[config.mk]
export PLATFORM = sky130hd
export DESIGN_NAME = shreg_mode_seq_flat
export DESIGN_NICKNAME = d
export VERILOG_FILES = /design/src/rtl/shreg_mode_seq_if.sv /design/src/rtl/shreg_mode_seq.sv /design/src/flat_wrapper.sv
export SDC_FILE = /design/constraint.sdc
export NUM_CORES = 1
export LEC_CHECK = 0
export CAP_MARGIN = 20
export CORE_UTILIZATION = 40
export CTS_CLUSTER_DIAMETER = 100
export DETAILED_ROUTE_END_ITERATION = 12
export GPL_TIMING_DRIVEN = 0
export PLACE_DENSITY = 0.73
export SYNTH_ARGS = -nofsm -noshare
export SYNTH_HDL_FRONTEND = slang
export SYNTH_SLANG_ARGS = --single-unit
[constraint.sdc]
create_clock -name CP -period 2.96 [get_ports CP]
set_input_delay 0.296 -clock CP [delete_from_list [all_inputs] [get_ports CP]]
set_output_delay 0.296 -clock CP [all_outputs]
set_load 0.01 [all_outputs]
[src/rtl/shreg_mode_seq_if.sv]
`default_nettype none
// ============================================================================
// Module   : shreg_mode_seq_if
// Brief    : Control/data bundle between the sequencer and its environment.
// Revision : 1.0 - initial release
// ============================================================================
interface shreg_mode_seq_if;
    logic       START;
    logic       ABORT;
    logic [3:0] PAT;
    logic [3:0] NSTEP;
    logic       DIR_FIRST;
    logic       FILL;
    logic       LOOP;
    logic [1:0] S;
    logic [3:0] D;
    logic       DSR;
    logic       DSL;
    logic       BUSY;
    logic       DONE;

    modport master (
        output START, ABORT, PAT, NSTEP, DIR_FIRST, FILL, LOOP,
        input  S, D, DSR, DSL, BUSY, DONE
    );

    modport slave (
        input  START, ABORT, PAT, NSTEP, DIR_FIRST, FILL, LOOP,
        output S, D, DSR, DSL, BUSY, DONE
    );
endinterface
`default_nettype wire

[src/rtl/shreg_mode_seq.sv]
`default_nettype none
// ============================================================================
// Module   : shreg_mode_seq
// Brief    : Mode sequencer for a 4-bit universal shift register: one load,
//            then NSTEP shifts each way, one operation per DIV clock cycles.
//            Optional repeat mode enabled by defining SHREG_SEQ_LOOP_EN.
// Revision : 1.0 - initial release
// ============================================================================
module shreg_mode_seq #(
    parameter int DIV   = 10,
    parameter int DIV_W = 4
) (
    input  logic             CP,
    input  logic             MR,
    shreg_mode_seq_if.slave  bus
);

    typedef enum logic [2:0] {
        ST_IDLE = 3'd0,
        ST_LOAD = 3'd1,
        ST_PH1  = 3'd2,
        ST_PH2  = 3'd3,
        ST_FIN  = 3'd4
    } state_t;

    localparam logic [DIV_W-1:0] C_TICK = DIV_W'(DIV - 1);
    localparam logic [1:0]       C_HOLD = 2'b00;
    localparam logic [1:0]       C_SHR  = 2'b01;
    localparam logic [1:0]       C_SHL  = 2'b10;
    localparam logic [1:0]       C_LOAD = 2'b11;

    state_t           r_state;
    state_t           w_state_nxt;
    logic [DIV_W-1:0] r_presc;
    logic [DIV_W-1:0] w_presc_nxt;
    logic [3:0]       r_step;
    logic [3:0]       w_step_nxt;
    logic [3:0]       r_nstep;
    logic [3:0]       r_pat;
    logic             r_dir;
    logic             r_fill;
    logic [1:0]       r_s;
    logic [1:0]       w_s_nxt;
    logic             r_busy;
    logic             w_busy_nxt;
    logic             r_done;
    logic             w_done_nxt;
    logic             w_capture;
    logic             w_tick;
    logic             w_last_step;
    logic             w_phase_left;
    logic             w_loop;

    assign w_tick       = (r_presc == C_TICK);
    assign w_last_step  = (r_step == (r_nstep - 4'd1));
    // Left-shift phase is PH2 normally, PH1 when DIR_FIRST selects left first
    assign w_phase_left = (r_state == ST_PH2) ^ r_dir;

`ifdef SHREG_SEQ_LOOP_EN
    assign w_loop = bus.LOOP;
`else
    logic w_loop_unused;
    assign w_loop_unused = bus.LOOP;
    assign w_loop        = 1'b0;
`endif

    always_comb begin
        w_state_nxt = r_state;
        w_s_nxt     = C_HOLD;
        w_busy_nxt  = r_busy;
        w_done_nxt  = 1'b0;
        w_step_nxt  = r_step;
        w_capture   = 1'b0;
        if (r_state == ST_IDLE || w_tick) begin
            w_presc_nxt = '0;
        end else begin
            w_presc_nxt = r_presc + DIV_W'(1);
        end

        if (bus.ABORT) begin
            w_state_nxt = ST_IDLE;
            w_busy_nxt  = 1'b0;
            w_presc_nxt = '0;
            w_step_nxt  = 4'd0;
        end else begin
            case (r_state)
                ST_IDLE: begin
                    if (bus.START) begin
                        w_capture   = 1'b1;
                        w_busy_nxt  = 1'b1;
                        w_state_nxt = ST_LOAD;
                    end
                end
                ST_LOAD: begin
                    if (w_tick) begin
                        w_s_nxt     = C_LOAD;
                        w_state_nxt = ST_PH1;
                    end
                end
                ST_PH1, ST_PH2: begin
                    if (w_tick) begin
                        if (r_nstep == 4'd0 || w_last_step) begin
                            w_step_nxt  = 4'd0;
                            w_state_nxt = (r_state == ST_PH1) ? ST_PH2 : ST_FIN;
                        end else begin
                            w_step_nxt = r_step + 4'd1;
                        end
                        if (r_nstep != 4'd0) begin
                            w_s_nxt = w_phase_left ? C_SHL : C_SHR;
                        end
                    end
                end
                ST_FIN: begin
                    if (w_loop) begin
                        w_state_nxt = ST_PH1;
                    end else begin
                        w_state_nxt = ST_IDLE;
                        w_busy_nxt  = 1'b0;
                        w_done_nxt  = 1'b1;
                        w_presc_nxt = '0;
                    end
                end
                default: begin
                    w_state_nxt = ST_IDLE;
                    w_busy_nxt  = 1'b0;
                    w_presc_nxt = '0;
                    w_step_nxt  = 4'd0;
                end
            endcase
        end
    end

    always_ff @(posedge CP) begin
        if (MR) begin
            r_state <= ST_IDLE;
            r_presc <= '0;
            r_step  <= 4'd0;
            r_nstep <= 4'd0;
            r_pat   <= 4'd0;
            r_dir   <= 1'b0;
            r_fill  <= 1'b0;
            r_s     <= C_HOLD;
            r_busy  <= 1'b0;
            r_done  <= 1'b0;
        end else begin
            r_state <= w_state_nxt;
            r_presc <= w_presc_nxt;
            r_step  <= w_step_nxt;
            r_s     <= w_s_nxt;
            r_busy  <= w_busy_nxt;
            r_done  <= w_done_nxt;
            if (w_capture) begin
                r_pat   <= bus.PAT;
                r_nstep <= bus.NSTEP;
                r_dir   <= bus.DIR_FIRST;
                r_fill  <= bus.FILL;
            end
        end
    end

    assign bus.S    = r_s;
    assign bus.D    = r_pat;
    assign bus.DSR  = r_fill;
    assign bus.DSL  = r_fill;
    assign bus.BUSY = r_busy;
    assign bus.DONE = r_done;

endmodule
`default_nettype wire

[src/flat_wrapper.sv]
// flat-port wrapper written by rule: the top's interface ports become plain ports
module shreg_mode_seq_flat 
#(
    parameter int DIV   = 10,
    parameter int DIV_W = 4
)
  (CP, MR, bus_START, bus_ABORT, bus_PAT, bus_NSTEP, bus_DIR_FIRST, bus_FILL, bus_LOOP, bus_S, bus_D, bus_DSR, bus_DSL, bus_BUSY, bus_DONE);
  shreg_mode_seq_if bus_i ();
  input  logic CP;
  input  logic MR;
  input wire logic [$bits(bus_i.START)-1:0] bus_START;
  input wire logic [$bits(bus_i.ABORT)-1:0] bus_ABORT;
  input wire logic [$bits(bus_i.PAT)-1:0] bus_PAT;
  input wire logic [$bits(bus_i.NSTEP)-1:0] bus_NSTEP;
  input wire logic [$bits(bus_i.DIR_FIRST)-1:0] bus_DIR_FIRST;
  input wire logic [$bits(bus_i.FILL)-1:0] bus_FILL;
  input wire logic [$bits(bus_i.LOOP)-1:0] bus_LOOP;
  output wire logic [$bits(bus_i.S)-1:0] bus_S;
  output wire logic [$bits(bus_i.D)-1:0] bus_D;
  output wire logic [$bits(bus_i.DSR)-1:0] bus_DSR;
  output wire logic [$bits(bus_i.DSL)-1:0] bus_DSL;
  output wire logic [$bits(bus_i.BUSY)-1:0] bus_BUSY;
  output wire logic [$bits(bus_i.DONE)-1:0] bus_DONE;
  assign bus_i.START = bus_START;
  assign bus_i.ABORT = bus_ABORT;
  assign bus_i.PAT = bus_PAT;
  assign bus_i.NSTEP = bus_NSTEP;
  assign bus_i.DIR_FIRST = bus_DIR_FIRST;
  assign bus_i.FILL = bus_FILL;
  assign bus_i.LOOP = bus_LOOP;
  assign bus_S = bus_i.S;
  assign bus_D = bus_i.D;
  assign bus_DSR = bus_i.DSR;
  assign bus_DSL = bus_i.DSL;
  assign bus_BUSY = bus_i.BUSY;
  assign bus_DONE = bus_i.DONE;
  shreg_mode_seq #(.DIV(DIV), .DIV_W(DIV_W)) u_core (.CP(CP), .MR(MR), .bus(bus_i));
endmodule
==> results by group, run 1 <==
Final layout
  – Final core occ: 55.65%
  – FILL cells: 250
  – Number of diodes: 0
  – Most frequent cells in the layout: 25 x dfxtp_1, 23 x nor2_1, 23 x clkdlybuf4s50_1
  – Nets@finish: 173
  – Commonest non-fill, non-tap cell in the layout: dfxtp_1
  – Finished Cell Area: 1429 um2
  – Area growth syn-to-layout: 26.05%
  – Sequential cell area: 500.5 um2
  – Area occupied by multi-input gates: 589.3 um2
  – Non-Filler Instances: 182
  – Ratio of cells with drive above 1 in the final layout: 5.921%

Worst setup path
  – CP arrival: 2.25 ns
  – Crit end category: flop
  – CP Class: reg2reg
  – CP Launch Type: flop
  – Required @ worst endpoint: 3.22 ns
  – CP max FO: 5

Timing
  – Final setup violation count: 0
  – Min Hold Slack: 0.4813 ns
  – Clk_skew: 0.003799 ns
  – RSZ-0062 raised after global routing: false
  – Final worst slack: 0.9689 ns
  – Measured slew at the worst slew-check pin: 0.4270 ns
  – Rel. slew slack: 71.28%
  – Fin. Hold Viols: 0
  – Max Transition Viols Final: 0
  – Period utilization: 67.27%
  – Setup TNS: 0 ns
  – F_max: 502.2 MHz
  – Fin crit period: 1.991 ns

Global route
  – First-pass GRT wire length: 3408 um
  – Remaining Overflow, GRT: 0
  – Gr usage total: 13.68%
  – Largest net degree at the start of global routing: 15
  – Initial antenna violation count: 0
  – Vias in the first global route: 839

Clock tree
  – Num CTS Buffers: 3
  – H-tree levels: 1
  – Cts hold-fix bufs: 0
  – Reg clk slew, reported paths: 0.14 ns
  – CTS Sinks: 25
  – TritonCTS clock tree: yes
  – # resized after CTS: 0
  – Post-CTS Setup Bufs: 0
  – Clk Tree Root Cell: clkbuf_4
  – Clock insertion delay at the later pin of the skew report: 0.32 ns
  – Maximum root-to-sink buffer count: 2

Die
  – Row cnt: 18
  – Initial Utilization: 44.15%
  – Core area: 2567 um2
  – Die width: 55.24 um
  – Die ar.: 3051 um2
  – Die span in y: 55.24 um
  – Num ports: 25

Pwr
  – Leakage power: 0.5999 nW
  – PD cells: 408.4 nW/um2
  – Final Power: 0.5836 mW
  – Peak VDD IR: 254.5 uV

Place
  – Detailed placer's ending HPWL: 1548 um
  – Port-buffer cells: 23
  – Placed cell area: 1401 um2
  – Place WS: 0.9423 ns
  – Placed cell count: 178
  – Final Wtd Congestion: 0.8914

Route
  – Drt initial violations: 15
  – Drt total wl: 2038 um
  – Detailed Routing Iterations Pass 1: 4
  – Vias: 926
  – ANT nets after route: 0
  – Via density: 5.088
  – Wire per inst: 11.20 um
  – DRC viols: 0

Logic synthesis
  – Top post-synthesis cells by area: dfxtp_1 44%, mux2i_1 8.8%, nor2_1 7.6%
  – FFs w/ async S/R, synth: 0%
  – Top-area cell type share of the netlist area: 44.15%
  – Mean post-synth cell area: 9.069 um2
  – EDFF count, synth: 0
  – Synth Flop Type: dfxtp_1
  – Post-Syn Area: 1134 um2
  – Sequential-to-total area share from yosys stat: 44.15%
  – Syn. warnings: 0
  – Post-synth top area cell: dfxtp_1
  – Library cells used by synthesis: 30
  – Synth Register Bits: 25
  – Syn Nets: 145
  – Cells after synthesis: 125

Flow run
  – Max-Cap Viols: 0

Status
  – Run status: finished, final reports clean

Hold path
  – Worst min path class: reg2reg
## worst max-delay path: stages, from the launching register on
cell and delay [ns]:
dfxtp_1 0.43, inv_1 0.08, ha_1 0.30, xor2_1 0.14
nand2_1 0.10, o31a_1 0.34, or4_1 0.41, a21oi_1 0.13
## sequential cells by signal, summed over array words and instances (netlist names)
| name | cells |
|---|---|
| u_core.bus.BUSY | 1 |
| u_core.r_state | 3 |
| u_core.r_step | 4 |
| u_core.bus.DSL | 1 |
| u_core.bus.S | 2 |
| u_core.bus.DONE | 1 |
| u_core.r_presc | 4 |
| u_core.r_dir | 1 |
| u_core.bus.D | 4 |
| u_core.r_nstep | 4 |
## Yosys cell counts, types with 2 or more instances
library cell	number
inv_1	5
nand3_1	3
clkbuf_1	2
nor2_1	23
ha_1	5
o21ai_0	3
or4_1	2
xnor2_1	7
dfxtp_1	25
nand2_1	8
xor2_1	6
nor3_1	2
nand4_1	2
a21oi_1	7
mux2i_1	10
## area by class of cell
cell class	instances	area share, %
plain buffers	5	1.751
clock buffers	3	1.576
clock inverters	1	0.3503
inverters	5	1.313
multi-input cells	90	41.24
flip-flops and latches	25	35.03
well taps	30	2.627
repair buffers	23	16.11
## power breakdown
| group | total [mW] | switching [mW] | internal [mW] |
|---|---|---|---|
| sequential | 0.352 | 0.00737 | 0.345 |
| clock | 0.154 | 0.104 | 0.0506 |
| combinational | 0.0769 | 0.0320 | 0.0449 |
## routing by layer
layer,GRT usage (%),part of all wire (%),up-vias
met4,8.214,3.6,0
met3,2.576,4.5,9
met2,21.51,45,27
met1,17.33,47,415
li1,-,-,475
met5,0,0,-
## cells by family after synthesis
logic type	count (synthesis)	share of synthesized area, %
buf+inv	10	3.863
compound gates	16	8.720
xor+xnor	13	10.04
mux	10	8.830
fa+ha+maj	5	5.519
flops	25	44.15
simple gates	46	18.87
## final timing paths
path         depth (start not counted)                             end  slack [ns]                            from
min reg2reg                          1    u_core.r_presc[0]$_SDFF_PP0_        0.48    u_core.r_presc[0]$_SDFF_PP0_
max                                  7  u_core.r_state[0]$_SDFFE_PP0P_        0.97  u_core.r_nstep[0]$_SDFFE_PP0P_
min                                  1    u_core.r_presc[0]$_SDFF_PP0_        0.48    u_core.r_presc[0]$_SDFF_PP0_
max reg2reg                          7  u_core.r_state[0]$_SDFFE_PP0P_        0.97  u_core.r_nstep[0]$_SDFFE_PP0P_
No activity file was read; power rests on OpenSTA's default activity.
==> inputs of run 2 (changes only) <==
PLACE_DENSITY = 0.75   (was 0.73)
clock period = 1.6 ns   (was 2.96 ns; I/O delays follow)
==> run 2 against run 1 <==
Critical path type unchanged. Combinational power up 130%. Worst hold slack worse by 0.050 ns. Count of clock-buffer cells in the layout unchanged. Critical path depth unchanged. Register-to-register slack worse by 1.2 ns. The run now ends with setup timing left. Cell count up 3.3%. Largest cell class unchanged. Design area up 8.3%. Non-clock buffer count up 6. Wire length up 12%. Maximum frequency up 11%. Via count up 4.4%.
==> results by group, run 2 (synthesis gave the netlist of run 1 again) <==
Status
  – Run status: finished with violations
  – Failing checks: setup timing

Final layout
  – Area growth syn-to-layout: 36.53%
  – Most frequent cells in the layout: 23 x nor2_1, 23 x clkdlybuf4s50_1, 23 x dfxtp_1
  – Ratio of cells with drive above 1 in the final layout: 17.72%
  – FILL cells: 232
  – Number of diodes: 0
  – Nets@finish: 179
  – Sequential cell area: 503.0 um2
  – Area occupied by multi-input gates: 660.6 um2

Pwr
  – PD cells: 720.3 nW/um2
  – Peak VDD IR: 547.8 uV
  – Switching Fraction: 24.83%
  – Int Pwr: 0.8380 mW
  – Final Power: 1.115 mW
  – Clk pwr share: 25.6%
  – Leakage power: 0.6455 nW
  – Sequential share of power: 58.6%
  – Switching pwr: 0.2768 mW
  – Combinational power share: 15.8%

Timing
  – Max Transition Viols Final: 0
  – Rel. slew slack: 70.83%
  – RSZ-0062 raised after global routing: true
  – Fin crit period: 1.798 ns
  – F_max: 556.2 MHz
  – Period utilization: 112.4%
  – Setup TNS: -0.3160 ns
  – Min Hold Slack: 0.4317 ns
  – Clk_skew: 0.01142 ns
  – Fin. Hold Viols: 0
  – Final setup violation count: 4
  – Measured slew at the worst slew-check pin: 0.4350 ns
  – Final worst slack: -0.1978 ns

Worst setup path
  – Crit. Startpoint: u_core.r_nstep[0]$_SDFFE_PP0P_
  – R2R Path End: u_core.r_state[0]$_SDFFE_PP0P_
  – R2R depth: 7
  – CP max FO: 4
  – Worst r2r src: u_core.r_nstep[0]$_SDFFE_PP0P_
  – Crit end category: flop
  – CP Class: reg2reg
  – CP arrival: 2.07 ns
  – Reg-to-reg setup timing slack: -0.20 ns
  – Required @ worst endpoint: 1.87 ns
  – CP Launch Type: flop

Die
  – Initial Utilization: 44.15%
  – Die ar.: 3051 um2
  – Die width: 55.24 um
  – Core area: 2567 um2
  – Num ports: 25
  – Row cnt: 18
  – Die span in y: 55.24 um

Clock tree
  – Clk Tree Root Cell: clkbuf_4
  – Maximum root-to-sink buffer count: 2
  – TritonCTS clock tree: yes
  – Reg clk slew, reported paths: 0.14 ns
  – Cts hold-fix bufs: 0
  – Clock insertion delay at the later pin of the skew report: 0.32 ns
  – CTS Sinks: 25
  – H-tree levels: 1
  – Num CTS Buffers: 3

Route
  – DRC viols: 0
  – Detailed Routing Iterations Pass 1: 4
  – Via density: 5.144
  – Vias: 967
  – Drt initial violations: 10
  – Drt total wl: 2280 um
  – ANT nets after route: 0
  – Wire per inst: 12.13 um

Place
  – Place WS: -0.2732 ns
  – Detailed placer's ending HPWL: 1643 um
  – Final Wtd Congestion: 0.8538
  – Port-buffer cells: 23

Global route
  – Largest net degree at the start of global routing: 15
  – Remaining Overflow, GRT: 0
  – Vias in the first global route: 977
  – Gr usage total: 15.75%
  – Initial antenna violation count: 0
  – First-pass GRT wire length: 3884 um

Flow run
  – Max-Cap Viols: 0

Hold path
  – Hold Crit Start: bus_DIR_FIRST
  – Worst min path class: in2reg
  – Hold Path End: u_core.r_dir$_SDFFE_PP0P_
  – Worst Hold Path Cells: 3
==> run 2: how the worst max path moves through the flow <==
stage | slack, ns | depth (start not counted) | endpoint
6_report | -0.20 | 7 | u_core.r_state[0]$_SDFFE_PP0P_
5_1_grt | -0.29 | 7 | u_core.r_state[0]$_SDFFE_PP0P_
4_1_cts | -0.19 | 7 | u_core.r_state[0]$_SDFFE_PP0P_
3_5_place_dp | -0.27 | 5 | u_core.r_presc[2]$_SDFF_PP0_
3_3_place_gp | -0.24 | 5 | u_core.r_presc[3]$_SDFF_PP0_
2_1_floorplan | -0.14 | 7 | u_core.r_state[0]$_SDFFE_PP0P_
==> run 2: stage by stage <==
| step | instance area [um2] | util (%) | cells |
|---|---|---|---|
| final | 1548 | 60.28 | 188 |
| after global routing | 1548 | 60.28 | 188 |
| after CTS | 1501 | 58.48 | 188 |
| after detailed placement | 1403 | 54.63 | 178 |
| after global placement | 1403 | 54.63 | 178 |
| after floorplan | 1135 | - | 125 |
==> run 2: layer usage <==
metal | track usage, % | part of all wire [%]
met4 | 8.571 | 1.8
met2 | 28.92 | 50
met5 | 0 | 0
met1 | 17.01 | 45
met3 | 2.576 | 3.7
==> run 2: repair_timing <==
item                                    in CTS  in global routing
gates resized for setup                      7                 11
endpoints found under the setup margin       4                 10
pin swaps                                    7                  7
setup buffers                                6                  2
==> run 2: layout make-up <==
type | count | share of cell area, %
multi-input cells | 90 | 42.68
flip-flops and latches | 25 | 32.50
repair buffers | 29 | 17.79
well taps | 30 | 2.425
plain buffers | 5 | 1.617
clock buffers | 3 | 1.455
inverters | 5 | 1.213
clock inverters | 1 | 0.3234
==> run 2: worst max-delay path, stage by stage, from the launching register on <==
cell and delay [ns]:
dfxtp_2 0.36, inv_2 0.05, ha_4 0.17, xnor2_4 0.14, xnor2_2 0.15, o31a_1 0.33, or4_4 0.43, a21oi_2 0.13
==> run 2: power groups by stage <==
stage | Clock [mW] | Sequential, mW | Combinational (mW)
2_1_floorplan | 0 | 0.667 | 0.0766
3_3_place_gp | 0 | 0.665 | 0.139
3_5_place_dp | 0 | 0.666 | 0.142
4_1_cts | 0.298 | 0.652 | 0.161
5_1_grt | 0.323 | 0.655 | 0.192
6_report | 0.285 | 0.653 | 0.176
==> inputs of run 3 (changes only) <==
CTS_BUF_LIST = sky130_fd_sc_hd__clkbuf_8   (was unset)
==> run 3 against run 2 <==
The flow still finishes with violations (setup timing). Die area is the same. Power rose by 7.5%. Maximum frequency increased by 0.57%. Sequential power hardly changed. Count of clock-buffer cells in the layout unchanged. Clock skew shrank 0.0050 ns. Largest cell class unchanged.
==> results by group, run 3 (synthesis gave the netlist of run 1 again) <==
Status
  – Run status: finished with violations
  – Failing checks: setup timing

Hold path
  – Hold Path End: u_core.r_presc[0]$_SDFF_PP0_
  – Worst min path class: reg2reg
  – Hold Crit Start: u_core.r_presc[0]$_SDFF_PP0_
  – Worst Hold Path Cells: 1

Timing
  – RSZ-0062 raised after global routing: true
  – Max Transition Viols Final: 0
  – Fin. Hold Viols: 0
  – Measured slew at the worst slew-check pin: 0.4337 ns
  – Setup TNS: -0.2886 ns
  – Final worst slack: -0.1877 ns
  – F_max: 559.4 MHz
  – Fin crit period: 1.788 ns
  – Rel. slew slack: 71.09%
  – Min Hold Slack: 0.4738 ns
  – Period utilization: 111.7%
  – Final setup violation count: 3
  – Clk_skew: 0.006380 ns

Clock tree
  – Clock insertion delay at the later pin of the skew report: 0.27 ns
  – Num CTS Buffers: 3
  – TritonCTS clock tree: yes
  – H-tree levels: 1
  – Reg clk slew, reported paths: 0.09 ns
  – CTS Sinks: 25
  – Cts hold-fix bufs: 0
  – Clk Tree Root Cell: clkbuf_8
  – Maximum root-to-sink buffer count: 2

Global route
  – First-pass GRT wire length: 3967 um
  – Initial antenna violation count: 0
  – Largest net degree at the start of global routing: 15
  – Vias in the first global route: 958
  – Remaining Overflow, GRT: 0
  – Gr usage total: 16.13%

Worst setup path
  – Worst r2r src: u_core.r_nstep[1]$_SDFFE_PP0P_
  – CP cell instances: inv_2 > ha_4 > xor2_1 > nand2_1 > o31a_1 > or4_4 > a21oi_2
  – Buf/Inv on CP: 1
  – Reg-to-reg setup timing slack: -0.19 ns
  – CP Class: reg2reg
  – Largest delay share family, worst path: simple AND/OR/NAND/NOR gates
  – Required @ worst endpoint: 1.81 ns
  – CP max FO: 4
  – Largest stage delay, worst path: 0.43 ns
  – CP arrival: 2.00 ns
  – CP Launch Type: flop
  – R2R depth: 7
  – Critical-path top delay cell: or4_4
  – Crit end category: flop
  – R2R Path End: u_core.r_state[0]$_SDFFE_PP0P_

Pwr
  – Final Power: 1.198 mW
  – Peak VDD IR: 616.1 uV
  – PD cells: 778.7 nW/um2
  – Leakage power: 0.6440 nW

Final layout
  – FILL cells: 232
  – Ratio of cells with drive above 1 in the final layout: 17.42%
  – Area growth syn-to-layout: 35.76%
  – Number of diodes: 0
  – Non-Filler Instances: 185
  – Sequential cell area: 503.0 um2
  – Nets@finish: 176
  – Area occupied by multi-input gates: 651.9 um2
  – Most frequent cells in the layout: 23 x nor2_1, 23 x clkdlybuf4s50_1, 23 x dfxtp_1

Die
  – Core area: 2567 um2
  – Die ar.: 3051 um2
  – Die width: 55.24 um
  – Initial Utilization: 44.15%
  – Die span in y: 55.24 um
  – Num ports: 25
  – Row cnt: 18

Route
  – Vias: 963
  – ANT nets after route: 0
  – Via density: 5.205
  – Detailed Routing Iterations Pass 1: 4
  – Drt total wl: 2379 um
  – DRC viols: 0
  – Drt initial violations: 12
  – Wire per inst: 12.86 um

Place
  – Place WS: -0.2732 ns
  – Detailed placer's ending HPWL: 1643 um
  – Final Wtd Congestion: 0.8538
  – Port-buffer cells: 23
  – Placed cell count: 178

Flow run
  – Max-Cap Viols: 0
==> run 3: cell type report <==
| type | count | share of cell area (%) |
|---|---|---|
| Timing Repair Buffer | 27 | 16.91 |
| Multi-Input combinational cell | 90 | 42.36 |
| Inverter | 5 | 1.220 |
| Clock inverter | 1 | 0.3252 |
| Sequential cell | 25 | 32.68 |
| Clock buffer | 3 | 2.683 |
| Buffer | 4 | 1.382 |
| Tap cell | 30 | 2.439 |
==> run 3: worst max path at each step <==
stage,from,to,slack (ns),cells past startpoint
after global placement,bus_ABORT,u_core.r_presc[3]$_SDFF_PP0_,-0.24,5
after CTS,u_core.r_nstep[1]$_SDFFE_PP0P_,u_core.r_state[0]$_SDFFE_PP0P_,-0.18,7
final,u_core.r_nstep[1]$_SDFFE_PP0P_,u_core.r_state[0]$_SDFFE_PP0P_,-0.19,7
after floorplan,u_core.r_nstep[0]$_SDFFE_PP0P_,u_core.r_state[0]$_SDFFE_PP0P_,-0.14,7
after detailed placement,bus_ABORT,u_core.r_presc[2]$_SDFF_PP0_,-0.27,5
after global routing,u_core.r_nstep[0]$_SDFFE_PP0P_,u_core.r_state[0]$_SDFFE_PP0P_,-0.28,7
==> run 3: repair_timing <==
item,in CTS,in global routing
hold endpoints to repair,0,0
gates cloned,0,0
setup endpoints to repair,4,10
buffers inserted,5,1
pin swaps,2,4
resized for setup,5,11
==> run 3: stage by stage <==
step	util [%]	cell area [um2]
floorplan	-	1135
global placement	54.63	1403
detailed placement	54.63	1403
CTS	58.63	1505
global route	59.94	1539
finish	59.94	1539
==> run 3: worst register-to-register path, stage by stage, from the launching register on <==
cell and delay (ns):
dfxtp_2 0.34, inv_2 0.05, ha_4 0.26, xor2_1 0.15
nand2_1 0.09, o31a_1 0.29, or4_4 0.43, a21oi_2 0.12
==> run 3: layer usage <==
layer / track usage [%] / vias to the layer above / routed length [um]
li1: - / 482 / -
met1: 17.13 / 448 / 993
met3: 1.874 / 6 / 97
met2: 29.78 / 27 / 1217
met4: 10.36 / 0 / 70
met5: 0 / - / 0
==> run 3: where the power goes <==
part	internal [mW]	total (mW)	switching (mW)
clock	0.174	0.375	0.201
combinational	0.100	0.171	0.0704
sequential	0.638	0.652	0.0143
total	0.913	1.20	0.286
